### src/rtl/dct_noc_pkg.sv
// Shared NoC/DCT tile types: mesh geometry, payload width and the return tag
// that records which requester owns each block in flight through the engine.
package dct_noc_pkg;

    localparam int X          = 4;
    localparam int Y          = 4;
    localparam int DATA_WIDTH = 256;
    localparam int PCK_NUM    = 12;
    localparam int N_REQ      = 4;

    localparam int x_size = $clog2(X);
    localparam int y_size = $clog2(Y);
    localparam int HDR_W  = x_size + y_size + PCK_NUM;
    localparam int SRC_W  = $clog2(N_REQ);

    typedef struct packed {
        logic [SRC_W-1:0]   src;
        logic [x_size-1:0]  x;
        logic [y_size-1:0]  y;
        logic [PCK_NUM-1:0] pck;
    } dct_tag_t;

endpackage

### src/rtl/dct_tag_fifo.sv
// Synchronous tag FIFO; push and pop may coincide, push while full and pop
// while empty are ignored.
module dct_tag_fifo
    import dct_noc_pkg::*;
#(
    parameter int TAG_DEPTH = 8
) (
    input  logic                       clk,
    input  logic                       rst,
    input  logic                       push,
    input  dct_tag_t                   push_tag,
    input  logic                       pop,
    output dct_tag_t                   head,
    output logic                       full,
    output logic                       empty,
    output logic [$clog2(TAG_DEPTH):0] count
);

    localparam int AW = $clog2(TAG_DEPTH);
    localparam logic [AW:0] DEPTH_C = (AW + 1)'(TAG_DEPTH);

    dct_tag_t        mem [TAG_DEPTH];
    logic [AW-1:0]   wr_ptr;
    logic [AW-1:0]   rd_ptr;
    logic            push_en;
    logic            pop_en;

    assign push_en = push && !full;
    assign pop_en  = pop && !empty;
    assign full    = (count == DEPTH_C);
    assign empty   = (count == '0);
    assign head    = mem[rd_ptr];

    always_ff @(posedge clk) begin
        if (rst) begin
            wr_ptr <= '0;
            rd_ptr <= '0;
            count  <= '0;
        end else begin
            if (push_en) wr_ptr <= wr_ptr + 1'b1;
            if (pop_en)  rd_ptr <= rd_ptr + 1'b1;
            case ({push_en, pop_en})
                2'b10:   count <= count + 1'b1;
                2'b01:   count <= count - 1'b1;
                default: count <= count;
            endcase
        end
    end

    // Tag storage carries no reset; occupancy is tracked by the pointers.
    always_ff @(posedge clk) begin
        if (push_en) mem[wr_ptr] <= push_tag;
    end

endmodule

### src/rtl/dct_scheduler.sv
// Round-robin sharing of one dct engine among N_REQ NoC requesters; results
// return in order to their source with the request header echoed.
module dct_scheduler
    import dct_noc_pkg::*;
#(
    parameter int N_REQ      = 4,
    parameter int DATA_WIDTH = 256,
    parameter int X          = 4,
    parameter int Y          = 4,
    parameter int PCK_NUM    = 12,
    parameter int TAG_DEPTH  = 8,
    localparam int HDR_W     = $clog2(X) + $clog2(Y) + PCK_NUM
) (
    input  logic                        clk,
    input  logic                        rst,
    input  logic [N_REQ-1:0]            req_valid,
    input  logic [N_REQ*DATA_WIDTH-1:0] req_data,
    input  logic [N_REQ*HDR_W-1:0]      req_hdr,
    output logic [N_REQ-1:0]            req_ready,
    output logic [DATA_WIDTH-1:0]       eng_i_data,
    output logic                        eng_i_valid,
    input  logic                        eng_i_ready,
    input  logic [DATA_WIDTH-1:0]       eng_o_data,
    input  logic                        eng_o_valid,
    output logic                        eng_o_ready,
    output logic [N_REQ-1:0]            rsp_valid,
    output logic [DATA_WIDTH-1:0]       rsp_data,
    output logic [HDR_W-1:0]            rsp_hdr,
    input  logic [N_REQ-1:0]            rsp_ready,
    output logic                        err
);

    localparam int SRC_W = (N_REQ > 1) ? $clog2(N_REQ) : 1;

    logic [SRC_W-1:0]            rr_ptr;
    logic [SRC_W-1:0]            win;
    logic [SRC_W-1:0]            idx;
    logic                        win_found;
    logic                        can_accept;
    logic                        accept;
    logic [DATA_WIDTH-1:0]       hold_data_p1;
    logic                        hold_vld_p1;
    dct_tag_t                    tag_in;
    dct_tag_t                    tag_head;
    logic                        tag_full;
    logic                        tag_empty;
    logic                        tag_pop;
    logic [$clog2(TAG_DEPTH):0]  tag_count;

    always_comb begin
        win       = rr_ptr;
        idx       = rr_ptr;
        win_found = 1'b0;
        for (int k = 0; k < N_REQ; k++) begin
            idx = SRC_W'((int'(rr_ptr) + k) % N_REQ);
            if (!win_found && req_valid[idx]) begin
                win_found = 1'b1;
                win       = idx;
            end
        end
    end

    assign can_accept = !tag_full && (!hold_vld_p1 || eng_i_ready);
    assign accept     = win_found && can_accept;
    assign req_ready  = accept ? (N_REQ'(1) << win) : '0;
    assign tag_in     = {win, req_hdr[int'(win)*HDR_W +: HDR_W]};

    // Stage p1: holding register feeding the engine
    always_ff @(posedge clk) begin
        if (rst) begin
            rr_ptr      <= '0;
            hold_vld_p1 <= 1'b0;
            err         <= 1'b0;
        end else begin
            if (accept) begin
                hold_vld_p1 <= 1'b1;
                rr_ptr      <= (int'(win) == N_REQ - 1) ? '0 : win + 1'b1;
            end else if (eng_i_ready) begin
                hold_vld_p1 <= 1'b0;
            end
            if (eng_o_valid && tag_count == '0) err <= 1'b1;
        end
    end

    always_ff @(posedge clk) begin
        if (accept) hold_data_p1 <= req_data[int'(win)*DATA_WIDTH +: DATA_WIDTH];
    end

    assign eng_i_data  = hold_data_p1;
    assign eng_i_valid = hold_vld_p1;

    // Return path is combinational from the oldest outstanding tag
    assign eng_o_ready = !tag_empty && rsp_ready[tag_head.src];
    assign tag_pop     = eng_o_valid && eng_o_ready;
    assign rsp_valid   = (eng_o_valid && !tag_empty) ? (N_REQ'(1) << tag_head.src) : '0;
    assign rsp_hdr     = {tag_head.x, tag_head.y, tag_head.pck};
    assign rsp_data    = eng_o_data;

    dct_tag_fifo #(
        .TAG_DEPTH (TAG_DEPTH)
    ) u_tag_fifo (
        .clk      (clk),
        .rst      (rst),
        .push     (accept),
        .push_tag (tag_in),
        .pop      (tag_pop),
        .head     (tag_head),
        .full     (tag_full),
        .empty    (tag_empty),
        .count    (tag_count)
    );

endmodule

### config.mk
export PLATFORM = sky130hd
export DESIGN_NAME = dct_scheduler
export DESIGN_NICKNAME = d
export VERILOG_FILES = /design/src/rtl/dct_noc_pkg.sv /design/src/rtl/dct_tag_fifo.sv /design/src/rtl/dct_scheduler.sv
export SDC_FILE = /design/constraint.sdc
export NUM_CORES = 1
export LEC_CHECK = 0
export ABC_AREA = 1
export BUFFER_PORTS_ARGS = -buffer_cell sky130_fd_sc_hd__buf_4
export CORE_AREA = 2 2 742 744
export CTS_CLUSTER_SIZE = 10
export DETAILED_ROUTE_END_ITERATION = 7
export DIE_AREA = 0 0 744 746
export PLACE_DENSITY = 0.3
export SLEW_MARGIN = 20
export SYNTH_ARGS = -nofsm -noshare
export SYNTH_HDL_FRONTEND = slang
export SYNTH_SLANG_ARGS = --single-unit
export TNS_END_PERCENT = 30
### constraint.sdc
create_clock -name clk -period 14.94 [get_ports clk]
set_input_delay 1.494 -clock clk [delete_from_list [all_inputs] [get_ports clk]]
set_output_delay 1.494 -clock clk [all_outputs]
set_load 0.01 [all_outputs]
==> impl_results.md <==
- Syn avg cell area: 7.201 um^2
- Pre-CTS setup slack: approximately 9000 ps
- Slew margin rel.: 28.43%
- Max incr delay on CP: 660 ps
- CP Buf/Inv Count: 5
- DP Area: around 0.044 mm^2
- Fillers: roughly 65000
- Nets: 6190
- # DRC: 0
- Post-synth EDFFs: 400
- Flops & latches, synth: 417
- Fmax: 170.6 MHz
- Syn Nets: about 5200
- Worst min path class: flip-flop to flip-flop
- Pleak: 20.34 nW
- H-Tree Level Count: 3
- Crit-path cells: inv_1 -> nand2_1 -> nand2_1 -> nand2_1 -> nand2_1 -> nor2_8 -> nand4_4 -> buf_4 -> nand2_8 -> buf_4 -> ha_1 -> inv_1 -> nor2_1 -> buf_4
- Core region area: 0.5472 mm^2
- Router iterations before antenna repair: 7
- Synthesized instance count: 3826
- WHS Path Cells: 2
- PnR Total Power: 13.28 mW
- Slowest cell on crit path: dfxtp_1
- Top delay family on crit path: buffers and inverters
- Hold Fails Final Rpt: 0
- I/O Pins: 1895
- Finished layout cell area: 0.04672 mm^2
- Worst Max-Slew Pin Slew: 1073 ps
- Number of CTS-inserted buffers: 76
- Post-layout minimum cycle time: 5863 ps
- Routed Antenna Nets: 0
- Die Wd: 744 um
- Grt ovf: 0
- Register area: 0.01236 mm^2
- # port buffers: 1382
- Post-Route WL: a little under 400000 um
- Initial antenna violation count: 232
- Maximum vdd ir drop: 0.1756 mV
- Setup_tns: 0 ps
- Outcome: finished clean
- Crit share post-route: 39.24%
- Post-route setup slack: roughly 9000 ps
- Hold Path End: err$_SDFFE_PP0P_
- DRT iter0 DRCs: 2473
- Critical path capture point type: primary output
- Global-route usage over all layers: 13.55%
- Req. time, crit path: between 10000 and 15000 ps
- Sw Pwr: 7.675 mW
- Root buffer cell: clkbuf_16
- Starting density of the core: 5.034%
- Pwr Density: 284.3 mW/mm^2
- FF-to-FF setup slack: 9710 ps
- Routed vias/inst: 2.651
- Layout cells sized above 1: 32.23%
- Worst reg2reg endpoint: eng_i_data[168]$_DFFE_PN_
- GPL Wtd Cong: 0.9325
- WL/cell: 32.26 um
- Yosys warning count: 0
- Hold Path Origin: err$_SDFFE_PP0P_
- Vias in the first global route: between 30000 and 40000
- Worst path arrival time: 4370 ps
- Die area: 0.5550 mm^2
- Worst r2r path cells: 16
- Largest net degree at the start of global routing: about 120
- Clk sink count: 417
- WS Path Type: flip-flop to primary output
- Via count of the routed design: 32250
- Flop pwr share: 20.8%
- RSZ-0062 raised after global routing: false
- Post-CTS sizing: 0
- CTS tree: done
- Launching element type of the critical path: flip-flop
- Area Overhead vs Synth: 69.59%
- Clk pin slew, worst setup/hold paths: 60 ps
- Crit Path Max Fanout: 69
- Layout Skew: 57.87 ps
- Max Cap Viol: 0
- Num rows: 272
- HPWL after detailed placement: 340100 um
- Die Ht: 746 um
- Max Slew Vio Count: 0
- Synthesized area: 0.02755 mm^2
- Count of unique library cells instantiated by Yosys: 31
- Register area share after synthesis: ~45%
- Combinational share of power: 65.8%
- Wire length of the first global-routing pass: 464900 um
- Clock Tree Buf Depth: 4
- Int Pwr: between 5 and 6 mW
- Setup bufs post-CTS: 0
- Post-synth ARST share: 0%
- Setup violators final: 0
- Net Sw Frac: 57.78%
- Number of hold buffers added after cts: 0
- Crit path depth: 14
- Ys flop type: edfxtp_1
- Worst-skew pair later-pin latency: 790 ps
- Worst path most repeated cell: nand2_1
- Multi-input gate area: 0.01185 mm^2
- Worst r2r src: rr_ptr[0]$_SDFFE_PP0N_
- Clock power frac: between 10% and 20%
[state kept, by name, summed over array words and instances, names as in the netlist, named ones only]
name and cells:
u_tag_fifo.rd_ptr 3, u_tag_fifo.count 4, eng_i_data 256, u_tag_fifo.mem 144, u_tag_fifo.wr_ptr 3, eng_i_valid 1
rr_ptr 2, err 1
[worst max path at each step]
stage	slack (ps)	start	endpoint
2_1_floorplan	5460	req_valid[2]	u_tag_fifo.mem[0][0]$_DFFE_PP_
5_1_grt	8700	rr_ptr[0]$_SDFFE_PP0N_	req_ready[2]
4_1_cts	8890	rr_ptr[0]$_SDFFE_PP0N_	req_ready[2]
3_3_place_gp	8900	req_valid[2]	eng_i_data[69]$_DFFE_PN_
6_report	9080	rr_ptr[0]$_SDFFE_PP0N_	req_ready[2]
3_5_place_dp	8940	req_valid[2]	eng_i_data[69]$_DFFE_PN_
[cell type report]
cell class	instances	share of cell area, %
multi-input cells	2836	25.37
inverters	49	0.4097
clock inverters	37	0.6963
well taps	7261	19.44
repair buffers	1445	23.27
clock buffers	94	4.215
diodes	27	0.1446
flip-flops and latches	417	26.45
[layout by cell type, fill, tap and decap left out, types with 3 or more instances in the layout]
| cell | count |
|---|---|
| clkbuf_16 | 76 |
| a21oi_1 | 9 |
| edfxtp_1 | 400 |
| clkinv_2 | 9 |
| diode_2 | 27 |
| ha_1 | 9 |
| inv_2 | 4 |
| nor2_1 | 131 |
| nor3_4 | 4 |
| buf_4 | 1443 |
| clkinv_1 | 14 |
| nor3_1 | 4 |
| clkinvlp_4 | 3 |
| nand3_1 | 566 |
| o22ai_1 | 16 |
| inv_1 | 43 |
| o21ai_0 | 74 |
| nand4_1 | 3 |
| bufinv_16 | 4 |
| a31oi_1 | 17 |
| dfxtp_1 | 15 |
| inv_6 | 4 |
| clkbuf_1 | 18 |
| nand2_1 | 1980 |
[metal layers]
layer	global-route usage [%]	up-vias	wire, um
li1	-	14190	-
met1	14.34	15250	141800
met2	21.68	2190	174500
met3	9.421	519	62410
met4	3.405	96	12650
met5	0.6924	-	1153
[cell families (layout without fill, tap and decap cells)]
family	count (synthesis)	in the layout	share of synthesized area [%]
AO/OA/AOI/OAI	120	120	2.357
other	0	27	0
flip-flops	417	417	44.83
XOR/XNOR	5	5	0.1862
AND/OR/NAND/NOR	2702	2702	39.67
adder cells (fa/ha/maj)	9	9	0.4087
buffers and inverters	573	1625	12.55
[synthesized netlist by cell type (8+ instances only)]
library cell / instances / area, um^2
a21oi_1: 9 / 45.04
a31oi_1: 17 / 106.4
buf_1: 14 / 52.55
buf_2: 183 / 915.9
buf_4: 278 / 2087
clkbuf_1: 45 / 168.9
dfxtp_1: 17 / 340.3
edfxtp_1: 400 / 12010
ha_1: 9 / 112.6
inv_1: 44 / 165.2
nand2_1: 1982 / 7440
nand3_1: 567 / 2838
nor2_1: 135 / 506.7
nor3_1: 8 / 40.04
o21ai_0: 74 / 370.4
o22ai_1: 16 / 100.1
[power by group through the flow]
stage	logic, mW	registers [mW]	clock network, mW
floorplan	4.40	2.88	0
detailed placement	9.13	2.79	0
global route	9.74	2.81	1.90
CTS	9.15	2.78	1.88
global placement	9.19	2.80	0
finish	8.74	2.76	1.79
[metrics by stage]
step,hold slack [ps],std cells,util [%]
global placement,447.5,12010,8.102
floorplan,456.7,3826,-
CTS,466.0,12140,8.525
detailed placement,451.0,12010,8.106
global route,495.6,12140,8.526
finish,453.8,12170,8.538
[worst min-delay path, cell delays in order (launching register included)]
cell and delay [ps]:
dfxtp_1 310, inv_1 50, a21oi_1 50
Power figures use the tool's default switching activity.
